<file path="src/rtl/control_sequencer.sv">
// control_sequencer
//   Moore step sequencer producing the datapath control strobes for
//   instruction fetch (with memory-ready wait) and register-format ALU
//   execution, with start/stop run control and a retired-instruction counter.
//
//   Optional feature macro: SEQ_ILLEGAL_TRAP_EN
//     defined   : an undefined opcode in T3 pulses `illegal` and parks in HALT
//                 until clear.
//     undefined : an undefined opcode is a NOP; `illegal` is tied to 0.
//
//   Ports
//     clock, clear         : rising-edge clock, synchronous active-high reset
//     start, stop          : run control (stop takes effect at an instruction boundary)
//     mem_rdy              : memory data valid during fetch (T1)
//     IR[31:0]             : instruction register fed back from the datapath
//     Rin[15:0], Rout[15:0]: one-hot general-register load / drive enables
//     PCout..Read          : datapath strobes
//     ADD..DIV             : ALU op selects
//     running              : high in T0..T6
//     illegal              : one-cycle pulse on an undefined opcode in T3
//     instr_count[CNT_W-1:0]: retired instructions (wraps)
//   All strobes are decoded combinationally from the state register and IR.
module control_sequencer #(
    parameter int unsigned CNT_W = 16
) (
    input  logic             clock,
    input  logic             clear,
    input  logic             start,
    input  logic             stop,
    input  logic             mem_rdy,
    input  logic [31:0]      IR,
    output logic [15:0]      Rin,
    output logic [15:0]      Rout,
    output logic             PCout,
    output logic             PCin,
    output logic             MARin,
    output logic             MDRin,
    output logic             MDRout,
    output logic             IRin,
    output logic             Yin,
    output logic             Zin,
    output logic             Zlowout,
    output logic             Zhighout,
    output logic             HIin,
    output logic             LOin,
    output logic             IncPC,
    output logic             Read,
    output logic             ADD,
    output logic             SUB,
    output logic             AND,
    output logic             OR,
    output logic             SHR,
    output logic             SHRA,
    output logic             SHL,
    output logic             ROR,
    output logic             ROL,
    output logic             NEG,
    output logic             NOT,
    output logic             MUL,
    output logic             DIV,
    output logic             running,
    output logic             illegal,
    output logic [CNT_W-1:0] instr_count
);

    localparam int unsigned NUM_OPS = 13;

    typedef enum logic [3:0] {
        S_IDLE = 4'd0,
        S_T0   = 4'd1,
        S_T1   = 4'd2,
        S_T2   = 4'd3,
        S_T3   = 4'd4,
        S_T4   = 4'd5,
        S_T5   = 4'd6,
        S_T6   = 4'd7
`ifdef SEQ_ILLEGAL_TRAP_EN
        ,
        S_HALT = 4'd8
`endif
    } state_t;

    state_t             state, state_nx;
    logic               stop_pending, stop_pending_nx;
    logic               retire;
    logic [NUM_OPS-1:0] alu_op;

    // IR field decode
    logic [4:0]         op;
    logic [15:0]        ra_oh, rb_oh, rc_oh;
    logic [NUM_OPS-1:0] op_dec;
    logic               is_bin, is_un, is_md;
    logic               unused_ir;

    assign op        = IR[31:27];
    assign ra_oh     = 16'(1) << IR[26:23];
    assign rb_oh     = 16'(1) << IR[22:19];
    assign rc_oh     = 16'(1) << IR[18:15];
    assign op_dec    = NUM_OPS'(1) << op;
    assign is_bin    = (op <= 5'd8);
    assign is_un     = (op == 5'd9) || (op == 5'd10);
    assign is_md     = (op == 5'd11) || (op == 5'd12);
    assign unused_ir = ^IR[14:0];

    assign running = (state != S_IDLE)
`ifdef SEQ_ILLEGAL_TRAP_EN
                     && (state != S_HALT)
`endif
                     ;

    assign {DIV, MUL, NOT, NEG, ROL, ROR, SHL, SHRA, SHR, OR, AND, SUB, ADD} = alu_op;

    // State, stop flag and retire counter
    always_ff @(posedge clock) begin
        if (clear) begin
            state        <= S_IDLE;
            stop_pending <= 1'b0;
            instr_count  <= '0;
        end else begin
            state        <= state_nx;
            stop_pending <= stop_pending_nx;
            if (retire) begin
                instr_count <= instr_count + CNT_W'(1);
            end
        end
    end

    // Next state and strobe decode
    always_comb begin
        state_nx = state;
        retire   = 1'b0;
        Rin      = '0;
        Rout     = '0;
        PCout    = 1'b0;
        PCin     = 1'b0;
        MARin    = 1'b0;
        MDRin    = 1'b0;
        MDRout   = 1'b0;
        IRin     = 1'b0;
        Yin      = 1'b0;
        Zin      = 1'b0;
        Zlowout  = 1'b0;
        Zhighout = 1'b0;
        HIin     = 1'b0;
        LOin     = 1'b0;
        IncPC    = 1'b0;
        Read     = 1'b0;
        alu_op   = '0;
        illegal  = 1'b0;

        case (state)
            S_IDLE: begin
                if (start && !stop) begin
                    state_nx = S_T0;
                end
            end
            S_T0: begin
                PCout    = 1'b1;
                MARin    = 1'b1;
                IncPC    = 1'b1;
                Zin      = 1'b1;
                state_nx = S_T1;
            end
            S_T1: begin
                // Re-loading PC from unchanged Z while waiting is harmless
                Zlowout = 1'b1;
                PCin    = 1'b1;
                Read    = 1'b1;
                MDRin   = 1'b1;
                if (mem_rdy) begin
                    state_nx = S_T2;
                end
            end
            S_T2: begin
                MDRout   = 1'b1;
                IRin     = 1'b1;
                state_nx = S_T3;
            end
            S_T3: begin
                if (is_bin) begin
                    Rout     = rb_oh;
                    Yin      = 1'b1;
                    state_nx = S_T4;
                end else if (is_un) begin
                    Rout     = rb_oh;
                    alu_op   = op_dec;
                    Zin      = 1'b1;
                    state_nx = S_T4;
                end else if (is_md) begin
                    Rout     = ra_oh;
                    Yin      = 1'b1;
                    state_nx = S_T4;
                end else begin
`ifdef SEQ_ILLEGAL_TRAP_EN
                    illegal  = 1'b1;
                    state_nx = S_HALT;
`else
                    // Undefined opcode behaves as a NOP
                    state_nx = (stop_pending || stop) ? S_IDLE : S_T0;
`endif
                end
            end
            S_T4: begin
                if (is_un) begin
                    Zlowout = 1'b1;
                    Rin     = ra_oh;
                    retire  = 1'b1;
                end else if (is_md) begin
                    Rout     = rb_oh;
                    alu_op   = op_dec;
                    Zin      = 1'b1;
                    state_nx = S_T5;
                end else begin
                    Rout     = rc_oh;
                    alu_op   = op_dec;
                    Zin      = 1'b1;
                    state_nx = S_T5;
                end
            end
            S_T5: begin
                Zlowout = 1'b1;
                if (is_md) begin
                    LOin     = 1'b1;
                    state_nx = S_T6;
                end else begin
                    Rin    = ra_oh;
                    retire = 1'b1;
                end
            end
            S_T6: begin
                Zhighout = 1'b1;
                HIin     = 1'b1;
                retire   = 1'b1;
            end
`ifdef SEQ_ILLEGAL_TRAP_EN
            S_HALT: begin
                state_nx = S_HALT;
            end
`endif
            default: begin
                state_nx = S_IDLE;
            end
        endcase

        if (retire) begin
            state_nx = (stop_pending || stop) ? S_IDLE : S_T0;
        end

        // Pending stop is consumed on entry to IDLE
        if (state_nx == S_IDLE) begin
            stop_pending_nx = 1'b0;
        end else if (running && stop) begin
            stop_pending_nx = 1'b1;
        end else begin
            stop_pending_nx = stop_pending;
        end
    end

endmodule
</file>
<file path="config.mk">
export PLATFORM = sky130hd
export DESIGN_NAME = control_sequencer
export DESIGN_NICKNAME = d
export VERILOG_FILES = /design/src/rtl/control_sequencer.sv
export SDC_FILE = /design/constraint.sdc
export NUM_CORES = 1
export LEC_CHECK = 0
export CORE_MARGIN = 2
export CORE_UTILIZATION = 38
export DETAILED_ROUTE_END_ITERATION = 8
export PLACE_DENSITY = 0.76
export SLEW_MARGIN = 5
export SYNTH_ARGS = -nofsm -noshare
export SYNTH_HDL_FRONTEND = slang
export SYNTH_SLANG_ARGS = --single-unit
</file>
<file path="constraint.sdc">
create_clock -name clock -period 3.2 [get_ports clock]
set_input_delay 0.96 -clock clock [delete_from_list [all_inputs] [get_ports clock]]
set_output_delay 0.96 -clock clock [all_outputs]
set_load 0.02 [all_outputs]
</file>
# == Word-level counts from Yosys, hierarchy flattened ==
# Index checks and enable logic that the tools add are counted.
# word_totals
output_inout_bits,77
word_cells,70
in_bits,37
regBits,21
# op_classes
addsub,1
order_cmp,1
n_eq_ne,11
muxes,39
n_reduce_logical,11
shift,4
# op_table
cell,n
$mux 16,7
$pmux 16 s2,2
$shl 1x4->16 const A,3
$mux 13,3
$pmux 4 s8,1
$pmux 13 s2,1
$eq 5x4->1 const B,4
$mux 4,5
$add 16x1->16 const B,1
$eq 4x3->1 const B,4
$mux 1,14
$shl 1x5->13 const A,1
$mux 3,3
$eq 4x2->1 const B,2
$logic_not 4->1,2
$pmux 1 s3,2
$le 5x4->1 const B,1
$eq 4x1->1 const B,1
$reduce_bool 4->1,1
$reduce_or 2->1,2
$logic_or 1x1->1,3
$logic_and 1x1->1,2
$pmux 1 s2,1
$logic_not 1->1,1

# == Depth between registers and ports, before layout ==
# depth
depth_word,9
depth_mapped,7
mapped_depth_nobuf,5

# == Worst setup path after synthesis ==
# No wires, ideal clock.
# synth_path
path_type,input port to output port
startpoint,input port IR[29]
endpoint,output port Rin[11]
stages,6
setup_slack_ns,-0.473
t_arrival_ns,2.713
path_buffers,1
required_time_ns,2.240
path_cell_list,buf_2 > nor3b_2 > nand2_1 > o22ai_2 > or3b_1 > a211oi_1
# synth_via
elab_chain_len,4
word_cells_on_any_way,9
cone_classes,eq/ne (4); mux (3); reduce/logical (2)
# synth_rtl
item,line_no,rtl
from (decl),31,"input logic [31:0] IR,"
"$eq 5x4->1, on equally long branches","102, 101",
"$logic_or 1x1->1, on equally long branches","102, 101",
"$mux 16, on equally long branches","222, 204",
$pmux 16 s2 *,151,case (state)
to (decl),32,"output logic [15:0] Rin,"
# Every way passes the cells marked *; elsewhere a longest branch is shown, timed or not.

# == Final worst setup path ==
# Ends and elaborated chain as after synthesis.

==> metrics.txt <==
IO Port Bufs=97; FP Rows=28; Residual DRC=0; Clk Latency, worst-skew pair=between 0.2 and 0.3 ns; outcome=complete, but fails checks; CP Buf/Inv Count=3; Arr. time, crit path=around 2.5 ns; CTS Buf Count=3; ant diodes=0; Yosys top cell area share=0.1784; Core Box Area=just under 6000 um^2; worst-margin pin slew=0.7139 ns; register area share after synthesis=0.1784; first-pass GRT wire length=15.02 mm; combined area of the multi-input logic cells=around 2300 um^2; final hold violations=0; hold_buf cts=0; remaining antenna violation count=0; first-pass detailed-route iteration total=4; layout cells sized above 1=0.4511; Detailed Place HPWL=7.127 mm; CP most frequent cell=buf_6; wire per inst=16.92 um; height of the die=between 80 and 90 um; Final min period=between 3 and 4 ns; leading cell types in the layout, fill and taps excluded=buf_4 (77), nor2_1 (49), clkdlybuf4s50_1 (34); Post-synth EDFFs=0; Max Slew Vio Count=0; Synth Cell Area=between 2000 and 2500 um^2; Synthesis Warnings=0; total of max-cap violations=0; CP startpoint kind=input pin; class of the worst hold path=flip-flop to flip-flop; H-tree depth=1; sequential cell area=~420 um^2; FMAX=0.2884 GHz; GRT Total Usage=0.2797; Clock Tree Buf Depth=2; setup slack, reg-to-reg=1.21 ns; placed cells=about 560; share of synthesized registers carrying an async set or reset=0; grt ovf=0; synthesis-to-layout area growth=95.54%; CP Max Fanout=5; crit end category=primary output; Area contributors post-synth=dfxtp_1 (18%), nor2_1 (8.9%), a31oi_1 (4.8%); CP cell instances=buf_8, buf_6, nor3b_4, nand2_2, o22ai_2, or3b_4, a211oi_4, buf_6; fin crit share=1.084; Syn Inst Count=346; DIE AREA=just under 7000 um^2; fin nets=540; Crit Path Class=input pin to primary output; RSZ-0062 raised after global routing=true; fin util=0.7735; Via Count=roughly 3300; Max VDD drop=between 0.0001 and 0.00015 V; Layout Cells excl Fill=about 580; relative slew slack=0.5118; die width=~83 um; critical path required time=2.24 ns; commonest non-fill, non-tap cell in the layout=buf_4; mean area per synthesized cell=just under 7 um^2; Static Leak=1.732 nW; Synth area leader=dfxtp_1; largest net degree at the start of global routing=22; Final WS setup=-0.2680 ns; Distinct cells, synth=58; vias per std cell=between 5 and 6; skew final=about 0.0070 ns; DR iter-0 viols=245; pwr/cell area=154.8 nW/um^2; clock sink count=21; Slowest-stage cell, CP=or3b_4; # IOs=about 110; Fillers=391; Initial Utilization=0.3956; max incr delay on CP=approximately 0.47 ns; CTS tree=done; initial antenna violation count=0; vias in the first global route=3157; clk root buf=clkbuf_8; flops & latches, synth=21; Crit path max-delay family=simple AND/OR/NAND/NOR gates; RD Place Congestion=between 0.9 and 1; failing checks=setup timing; total wire length=around 10 mm; Main synth FF type=dfxtp_1; Clock transition at path regs=around 0.080 ns; setup violators final=32
## sequential cells by signal, indices dropped and copies added (netlist names)
name          flops
stop_pending      1
state             4
instr_count      16
## synthesized netlist by cell type, drive strengths merged, types with 12 or more instances
cell type	number
a31oi	18
buf	17
clkbuf	17
dfxtp	21
inv	12
nand2	27
nand3	13
nor2	56
nor3	24
o22ai	18
xnor2	12
## worst register-to-register path: stages (launching register included)
cell and delay [ns]:
dfxtp_1 0.48, and4_1 0.31, nand2_1 0.15, a2111oi_0 0.69, xnor2_1 0.21, nor2_1 0.06
## cell type report
| class | count | area share |
|---|---|---|
| multi-input cells | 280 | 0.4981 |
| repair buffers | 184 | 0.3699 |
| flip-flops and latches | 21 | 0.09125 |
| well taps | 75 | 0.02037 |
| inverters | 12 | 0.01032 |
| clock buffers | 3 | 0.008963 |
| clock inverters | 1 | 0.001086 |
## timing repair
item | 4_1_cts | 5_1_grt
setup buffers | 11 | 4
gates resized for setup | 290 | 34
pin swaps | 39 | 18
setup endpoints to repair | 49 | 45
## stage by stage
step	hold slack (ns)	setup WS, ns	instance area [um^2]	total power [mW]	TNS (ns)
2_1_floorplan	0.4862	-0.07950	2726	0.3942	-0.2036
3_3_place_gp	0.5319	-1.096	4178	0.4943	-42.89
3_5_place_dp	0.5413	-1.131	4178	0.4983	-43.72
4_1_cts	0.5576	-0.1964	4446	0.6951	-3.451
5_1_grt	0.6080	-0.3230	4607	0.7504	-6.398
6_report	0.5582	-0.2680	4607	0.7131	-4.770
## path summary, 6_finish.rpt
kind	cells after the start	endpoint	startpoint
worst max-delay path	8	Rin[11]	IR[29]
worst max register to register	5	instr_count[12]$_SDFFE_PP0P_	instr_count[2]$_SDFFE_PP0P_
worst min-delay path	2	stop_pending$_SDFFE_PP0P_	stop_pending$_SDFFE_PP0P_
worst min register to register	2	stop_pending$_SDFFE_PP0P_	stop_pending$_SDFFE_PP0P_
## kinds of logic after synthesis
logic type,count (synthesis),synth area share
adders and majority gates,1,0.005310
DFF,21,0.1784
and+or+nand+nor,171,0.3686
other,1,0.001592
buffers and inverters,46,0.09612
xor gates and xnor gates,13,0.04833
AOI/OAI and AO/OA,92,0.2974
muxes,1,0.004249
## where the power goes
group	switching, mW	internal (mW)	total [mW]
combinational	0.143	0.133	0.277
sequential	0.00153	0.263	0.264
clock	0.0857	0.0867	0.172
## per-layer routing
metal / vias up / share of wire / global-route usage
met3: 29 / 0.064 / 0.04022
met5: - / 0 / 0
li1: 1573 / - / -
met4: 0 / 0.027 / 0.08197
met1: 1587 / 0.40 / 0.3499
met2: 147 / 0.51 / 0.4952
Power figures use the tool's default switching activity.
